[src/rtl/count_zeros_select_if.sv]
// count_zeros_select_if
// Request/response bundle for the zero-select unit.
//   pass    : request strobe (master -> slave), taken only while ready is high
//   x       : word to search (master -> slave)
//   k       : 0-based index of the zero to locate (master -> slave)
//   ready   : unit idle and able to accept a request (slave -> master)
//   valid_r : one-cycle result pulse (slave -> master)
//   found_r : a (k+1)-th zero exists (slave -> master)
//   pos_r   : bit position of the located zero, 0 when not found (slave -> master)
interface count_zeros_select_if #(
  parameter int W = 32
);
  localparam int LW = $clog2(W);

  logic          pass;
  logic [W-1:0]  x;
  logic [LW-1:0] k;
  logic          ready;
  logic          valid_r;
  logic          found_r;
  logic [LW-1:0] pos_r;

  modport master (
    output pass, x, k,
    input  ready, valid_r, found_r, pos_r
  );

  modport slave (
    input  pass, x, k,
    output ready, valid_r, found_r, pos_r
  );
endinterface

[src/rtl/count_zeros_select.sv]
// count_zeros_select
// Iterative select on zero bits: returns the position of the (k+1)-th zero of
// a W-bit word, counting from the LSB. One nibble is examined per cycle while
// a running remainder tracks how many zeros are still to be skipped.
//   clk : clock
//   rst : synchronous, active-high reset
//   bus : count_zeros_select_if slave port (pass/x/k in, ready/valid_r/found_r/pos_r out)
module count_zeros_select #(
  parameter int W = 32
) (
  input  logic                 clk,
  input  logic                 rst,
  count_zeros_select_if.slave  bus
);

  localparam int N  = W / 4;
  localparam int LW = $clog2(W);
  localparam int IW = $clog2(N);

  typedef enum logic [1:0] {
    IDLE = 2'd0,
    SCAN = 2'd1,
    DONE = 2'd2
  } state_t;

  state_t        state_q, state_d;
  logic [W-1:0]  word_q, word_d;
  logic [LW-1:0] rem_q, rem_d;
  logic [IW-1:0] idx_q, idx_d;
  logic          valid_q, valid_d;
  logic          found_q, found_d;
  logic [LW-1:0] pos_q, pos_d;

  logic [3:0]    nib;
  logic [2:0]    nib_zeros;
  logic [1:0]    nib_offset;

  // Number of zero bits in a nibble (0..4).
  function automatic logic [2:0] zero_count(input logic [3:0] n);
    zero_count = {2'b00, ~n[0]} + {2'b00, ~n[1]} + {2'b00, ~n[2]} + {2'b00, ~n[3]};
  endfunction

  // Position inside the nibble of the r-th zero (LSB first). Only meaningful
  // when the nibble holds more than r zeros, so r never exceeds 3 here.
  function automatic logic [1:0] zero_offset(input logic [3:0] n, input logic [1:0] r);
    logic [2:0] seen;
    logic       hit;
    zero_offset = 2'd0;
    seen        = 3'd0;
    hit         = 1'b0;
    for (int b = 0; b < 4; b++) begin
      if (!n[b]) begin
        if (!hit && seen == {1'b0, r}) begin
          zero_offset = b[1:0];
          hit         = 1'b1;
        end
        seen = seen + 3'd1;
      end
    end
  endfunction

  // Nibble currently under inspection and its lookups.
  always_comb begin
    nib        = word_q[idx_q*4 +: 4];
    nib_zeros  = zero_count(nib);
    nib_offset = zero_offset(nib, rem_q[1:0]);
  end

  // Next-state and datapath logic. A request is taken only in IDLE; SCAN
  // either resolves in the current nibble, gives up on the last nibble, or
  // consumes the nibble's zeros from the remainder and moves on.
  always_comb begin
    state_d = state_q;
    word_d  = word_q;
    rem_d   = rem_q;
    idx_d   = idx_q;
    valid_d = 1'b0;
    found_d = found_q;
    pos_d   = pos_q;

    case (state_q)
      IDLE: begin
        if (bus.pass) begin
          word_d  = bus.x;
          rem_d   = bus.k;
          idx_d   = '0;
          state_d = SCAN;
        end
      end
      SCAN: begin
        if (rem_q < LW'(nib_zeros)) begin
          found_d = 1'b1;
          pos_d   = LW'({idx_q, 2'b00}) + LW'(nib_offset);
          valid_d = 1'b1;
          state_d = DONE;
        end else if (idx_q == IW'(N - 1)) begin
          found_d = 1'b0;
          pos_d   = '0;
          valid_d = 1'b1;
          state_d = DONE;
        end else begin
          rem_d = rem_q - LW'(nib_zeros);
          idx_d = idx_q + IW'(1);
        end
      end
      DONE: begin
        state_d = IDLE;
      end
      default: begin
        state_d = IDLE;
      end
    endcase
  end

  // State and result registers; reset abandons any search in flight and
  // suppresses a pending result pulse.
  always_ff @(posedge clk) begin
    if (rst) begin
      state_q <= IDLE;
      word_q  <= '0;
      rem_q   <= '0;
      idx_q   <= '0;
      valid_q <= 1'b0;
      found_q <= 1'b0;
      pos_q   <= '0;
    end else begin
      state_q <= state_d;
      word_q  <= word_d;
      rem_q   <= rem_d;
      idx_q   <= idx_d;
      valid_q <= valid_d;
      found_q <= found_d;
      pos_q   <= pos_d;
    end
  end

  assign bus.ready   = (state_q == IDLE);
  assign bus.valid_r = valid_q;
  assign bus.found_r = found_q;
  assign bus.pos_r   = pos_q;

endmodule

[src/flat_wrapper.sv]
// flat-port wrapper written by rule: the top's interface ports become plain ports
module count_zeros_select_flat 
#(
  parameter int W = 32
)
  (clk, rst, bus_pass, bus_x, bus_k, bus_ready, bus_valid_r, bus_found_r, bus_pos_r);
  count_zeros_select_if #(.W(W)) bus_i ();
  input  logic clk;
  input  logic rst;
  input wire logic [$bits(bus_i.pass)-1:0] bus_pass;
  input wire logic [$bits(bus_i.x)-1:0] bus_x;
  input wire logic [$bits(bus_i.k)-1:0] bus_k;
  output wire logic [$bits(bus_i.ready)-1:0] bus_ready;
  output wire logic [$bits(bus_i.valid_r)-1:0] bus_valid_r;
  output wire logic [$bits(bus_i.found_r)-1:0] bus_found_r;
  output wire logic [$bits(bus_i.pos_r)-1:0] bus_pos_r;
  assign bus_i.pass = bus_pass;
  assign bus_i.x = bus_x;
  assign bus_i.k = bus_k;
  assign bus_ready = bus_i.ready;
  assign bus_valid_r = bus_i.valid_r;
  assign bus_found_r = bus_i.found_r;
  assign bus_pos_r = bus_i.pos_r;
  count_zeros_select #(.W(W)) u_core (.clk(clk), .rst(rst), .bus(bus_i));
endmodule
[config.mk]
export PLATFORM = sky130hd
export DESIGN_NAME = count_zeros_select_flat
export DESIGN_NICKNAME = d
export VERILOG_FILES = /design/src/rtl/count_zeros_select_if.sv /design/src/rtl/count_zeros_select.sv /design/src/flat_wrapper.sv
export SDC_FILE = /design/constraint.sdc
export NUM_CORES = 1
export LEC_CHECK = 0
export ABC_AREA = 1
export ABC_CLOCK_PERIOD_IN_PS = 3000
export CAP_MARGIN = 20
export CORE_ASPECT_RATIO = 0.9
export CORE_MARGIN = 2
export CORE_UTILIZATION = 57
export CTS_CLUSTER_DIAMETER = 40
export DETAILED_ROUTE_END_ITERATION = 10
export DONT_BUFFER_PORTS = 1
export PLACE_DENSITY = 0.83
export SLEW_MARGIN = 25
export SYNTH_ARGS = -nofsm -noshare
export SYNTH_HDL_FRONTEND = slang
export SYNTH_SLANG_ARGS = --single-unit
[constraint.sdc]
create_clock -name clk -period 3 [get_ports clk]
set_input_delay 0 -clock clk [delete_from_list [all_inputs] [get_ports clk]]
set_output_delay 0 -clock clk [all_outputs]
set_load 0.02 [all_outputs]
# [After elaboration in Yosys (flattened, before gate mapping)]
# Cells that the tools add are included.
[word_totals] word_cells=79 output_inout_bits=8 inputBits=40 register_bits=49
[op_classes] n_lt_le_gt_ge=1 n_reduce_logical=15 mux=33 n_addsub=8 n_shift=1 bitwise=5 eq_ne=9
[ops] op="32-bit by 6-bit variable part select with 4-bit output" count=1
[ops] op="5-bit 2-to-1 mux" count=5
[ops] op="2-bit 2-to-1 mux" count=8
[ops] op="3-bit 2-to-1 mux" count=5
[ops] op="1-bit 2-to-1 mux" count=12
[ops] op="5-bit one-hot mux with 2 select lines" count=1
[ops] op="3-bit by 1-bit adder with 3-bit output" count=2
[ops] op="3-bit by 1-bit adder with 3-bit output (second input constant)" count=2
[ops] op="3-bit by 2-bit equality test with 1-bit output" count=2
[ops] op="2-bit != test (second input constant)" count=3
[ops] op="3-bit one-hot mux with 2 select lines" count=1
[ops] op="2-bit AND reduction" count=3
[ops] op="5-bit by 2-bit adder with 5-bit output" count=1
[ops] op="5-bit by 3-bit less-than comparator with 1-bit output" count=1
[ops] op="1-bit NOT" count=5
[ops] op="5-bit by 3-bit subtractor with 5-bit output" count=1
[ops] op="2-bit logical NOT" count=2
[ops] op="2-bit one-hot mux with 2 select lines" count=1
[ops] op="4-bit AND reduction" count=1
[ops] op="2-bit nonzero test" count=2
[ops] op="3-bit equality test (second input constant)" count=1
[ops] op="1-bit logical AND" count=3
[ops] op="1-bit logical NOT" count=3
[ops] op="3-bit by 1-bit != test with 1-bit output (second input constant)" count=1
[ops] op="5 further kinds" count=5

# [Depth between registers and ports, before layout]
[depth] depth_word=17 ltp_mapped=26 mapped_depth_nobuf=25

# [Least setup slack after synthesis]
# Ideal clock, no wire load.
[synth_path] kind="register to register" from="register u_core.idx_q[0]" to="register u_core.rem_q[4]" setup_slack_ns=-0.229 path_stages_with_launch=20 arrival_ns=3.114 n_path_buf=1 synth_period_minus_slack_ns=3.229 cell_sequence="dfxtp_1 -> inv_2 -> buf_6 -> nand2_1 -> nand3_1 -> nand2_1 -> nand2_1 -> nand2_2 -> inv_1 -> ha_1 -> inv_1 -> fa_1 -> inv_1 -> ha_1 -> fa_1 -> o21ai_0 -> xor2_1 -> o21ai_0 -> o21ai_0 -> nor2_1"
[synth_between] elab_chain_cells=9 elab_cells_between_ends=17 classes_between="4 x add/sub; 1 x order compare; 3 x eq/ne; 1 x shift; 3 x mux; 4 x bitwise; 1 x reduce/logical"
[synth_lines] element="start, declared" line="count_zeros_select.sv:29" source="logic [IW-1:0] idx_q, idx_d;"
[synth_lines] element="start signal, assigned" line="count_zeros_select.sv:130" source="idx_q <= idx_d;"
[synth_lines] element="32-bit by 6-bit variable part select with 4-bit output" line="count_zeros_select.sv:64" source="nib = word_q[idx_q*4 +: 4];"
[synth_lines] element="1-bit NOT" line="count_zeros_select.sv:40" source="zero_count = {2'b00, ~n[0]} + {2'b00, ~n[1]} + {2'b00, ~n[2]} + {2'b00, ~n[3]};"
[synth_lines] element="1-bit by 1-bit adder with 2-bit output" line="count_zeros_select.sv:40"
[synth_lines] element="3-bit by 1-bit adder with 3-bit output (2 in series)" line="count_zeros_select.sv:40"
[synth_lines] element="5-bit by 3-bit subtractor with 5-bit output" line="count_zeros_select.sv:102" source="rem_d = rem_q - LW'(nib_zeros);"
[synth_lines] element="5-bit 2-to-1 mux" line="count_zeros_select.sv:96" source="end else if (idx_q == IW'(N - 1)) begin"
[synth_lines] element="5-bit 2-to-1 mux" line="count_zeros_select.sv:91" source="if (rem_q < LW'(nib_zeros)) begin"
[synth_lines] element="5-bit one-hot mux with 2 select lines" line="count_zeros_select.sv:81" source="case (state_q)"
[synth_lines] element="end signal, assigned" line="count_zeros_select.sv:129" source="rem_q <= rem_d;"
[synth_lines] element="end, declared" line="count_zeros_select.sv:28" source="logic [LW-1:0] rem_q, rem_d;"
# Parallel ways exist; a longest one is shown, timed or not. The select of a mux whose other input is x is not followed.
# A chain may end at the register's enable or synchronous reset.

# [Final worst setup path]
[layout_path] from="register u_core.idx_q[0]" to="register u_core.rem_q[1]"
# Same word-level chain as after synthesis.

==> metrics <==
fraction of the mapped netlist area in simple logic gates=0.260; Synth cell types=27; CTS Hold Bufs=35; core area=0.00416 mm^2; die width=74.1 um; initial antenna violation count=0; Seq/Total Area, Yosys=0.389; Crit-path slowest cell=dfxtp_4; Final Skew=0.00594 ns; post-synthesis instance area=0.00252 mm^2; Antenna Cells=0; Post-DRT Antenna Nets=0; RSZ-0062 raised after global routing=true; number of endpoints failing setup at the final stage=17; post-route core utilization=0.822; wire length per cell=15.7 um; I/O pin total=48; status=finished with violations; mux share of post-synthesis cell area=0; Final period util=1.07; post-DP HPWL=4.21 mm; final std cells w/o fill=480; final WL=7.54 mm; FF+latch count, synth=49; Row Count=22; PwrDens=1050 mW/mm^2; clock sinks=49; clk_lat worst skew=0.31 ns; total CTS buffers=5; critical path endpoint category=register; mean post-synth cell area=6.98 um^2; most used cell along the critical path=nand2_2; Max Root-Sink Buffers=2; FF-to-FF path depth=23; Max Slew Vio Count=0; Post-Synth XOR/XNOR Area=0.0139; Post-Synth Adder-Cell Area=0.0556; yosys warns=0; Die Ht=67.1 um; Compound-Gate Fraction of Synth Area=0.171; commonest cells after routing, fill and taps aside=nand2_1, dfxtp_1, nor2_1; placed insts=429; final instance area=0.00342 mm^2; Placed Area=0.00275 mm^2; Final WS setup=-0.217 ns; commonest non-fill, non-tap cell in the layout=nand2_1; largest family of logic cells by synthesized area=simple AND/OR/NAND/NOR gates; area delta synth->final=35.5%; Max stage delay on crit path=0.43 ns; Critical Path Source=u_core.idx_q[0]; Layout fillers=245; initial core utilization=0.607; CP top delay family=adder cells; fin nets=469; CP Class=register to register; CTS tree=yes; vias in the first global route=2565; Port Buffer Count=0; Worst slew margin=0.304; failing checks=hold timing, setup timing; Worst R2R End=u_core.rem_q[1]; f_max=311 MHz; gpl congestion=0.927; crit path launch type=register; CP arrival=3.46 ns; global-route wire length before repair=11.3 mm; largest net degree at the start of global routing=56; post-layout min period=3.22 ns; H-tree levels=2; RR Startpoint=u_core.idx_q[0]; DRT Pass-1 Iters=5; die footprint=0.00497 mm^2; CP endpoint=u_core.rem_q[1]; total grt overflow=0; Post-Syn Instances=361; DR DRC count=0; Worst path depth=23; Worst R2R Setup Slack=-0.22 ns; Total GRT Usage=0.303; routed vias=2659; Mapped Nets=411; WHS=-0.262 ns; maximum vdd drop=0.605 mV; layout cell share with drive strength beyond 1=0.250; hold path startpoint=rst; clk root buf=clkbuf_8; HP Class=primary input to register; Final Hold Vio Count=11; Least-Margin Pin Slew=1.04 ns; critical-path cell list=nor2_2, nor2_1, nand2_1, nand2_2, nand2_2, nand2_2, inv_2, ha_4, inv_4, fa_2, inv_2, ha_4, inv_2, ha_4, buf_4, nand4_1, nand2_2, nand2_2, inv_2, nor2_4, buf_6, buf_4, a21oi_2; drt initial violations=183; critical path data required time=3.24 ns; post-DR vias/cell=5.54; Leakage=0.00151 uW; worst slack, placed=-0.226 ns; Worst-path clk slew=0.09 ns; crit-path max FO=8; crit path buf inv count=8; maxcap violations=0
==> synthesized netlist by cell type (all sizes together) <==
cell / count / area share
xnor2: 1 / 0.0035
xor2: 3 / 0.010
nor3: 1 / 0.0020
a21oi: 34 / 0.070
ha: 8 / 0.040
inv: 49 / 0.073
nor2: 50 / 0.079
buf: 7 / 0.023
nand3: 24 / 0.060
o21ai: 49 / 0.097
fa: 2 / 0.016
clkbuf: 10 / 0.015
a211oi: 1 / 0.0030
dfxtp: 49 / 0.39
nand2: 70 / 0.11
nand4: 3 / 0.0074
==> through the flow <==
step           setup TNS (ns)  power (uW)
4_1_cts               -0.0869        3280
6_report                -2.38        3570
3_5_place_dp            -2.21        2560
5_1_grt                 -4.64        3810
2_1_floorplan        -0.00110        2130
3_3_place_gp           -0.118        2490
==> routing by layer <==
metal,global-route usage,wire length [um],part of all wire,up-vias
li1,-,-,-,1263
met1,0.351,3040,0.40,1227
met2,0.532,3810,0.51,141
met3,0.0575,465,0.062,28
met4,0.143,223,0.030,0
met5,0,0,0,-
==> flip-flops by register name, indices dropped and copies added (netlist names) <==
register	cells
u_core.bus.valid_r	1
u_core.rem_q	5
u_core.state_q	2
u_core.bus.found_r	1
u_core.word_q	32
u_core.idx_q	3
u_core.bus.pos_r	5
==> cell families after synthesis <==
| logic type | Yosys count |
|---|---|
| compound gates | 84 |
| simple gates | 148 |
| xor+xnor | 4 |
| fa+ha+maj | 10 |
| flops | 49 |
| buf+inv | 66 |
==> worst min path at each step <==
stage / end / slack, ns / cells past startpoint
6_report: u_core.bus.pos_r[2] / -0.26 / 1
5_1_grt: u_core.bus.pos_r[1] / -0.27 / 1
4_1_cts: u_core.bus.pos_r[1] / -0.26 / 1
3_5_place_dp: u_core.bus.pos_r[1] / 0.07 / 1
3_3_place_gp: u_core.bus.pos_r[1] / 0.06 / 1
2_1_floorplan: u_core.rem_q[2] / 0.14 / 2
==> timing repair <==
action                     4_1_cts  5_1_grt
buffers inserted                 7        1
pin swaps                       20       20
setup endpoints to repair       15       17
resized for setup               31       22
hold endpoints to repair        45       10
==> worst register-to-register path: stages (launching register included) <==
cell	delay, ns
dfxtp_4	0.43
nor2_2	0.05
nor2_1	0.15
nand2_1	0.10
nand2_2	0.08
nand2_2	0.05
nand2_2	0.09
inv_2	0.05
ha_4	0.27
inv_4	0.04
fa_2	0.35
inv_2	0.08
ha_4	0.12
inv_2	0.04
ha_4	0.27
buf_4	0.12
nand4_1	0.13
nand2_2	0.14
nand2_2	0.07
inv_2	0.08
nor2_4	0.05
buf_6	0.15
buf_4	0.14
a21oi_2	0.12
==> cell type report <==
cell class	instances	area, um^2	share of cell area
multi-input cells	246	1440	0.422
flip-flops and latches	49	986	0.289
clock inverters	1	5.00	0.00147
well taps	60	75.1	0.0220
repair buffers	68	622	0.182
inverters	49	189	0.0553
clock buffers	7	96.3	0.0282
==> power by group <==
group | switching [uW] | leakage [uW] | internal (uW)
clock | 224 | 0.0000542 | 209
sequential | 143 | 0.000405 | 819
combinational | 1230 | 0.00105 | 949
(Power assumes the default switching activity.)
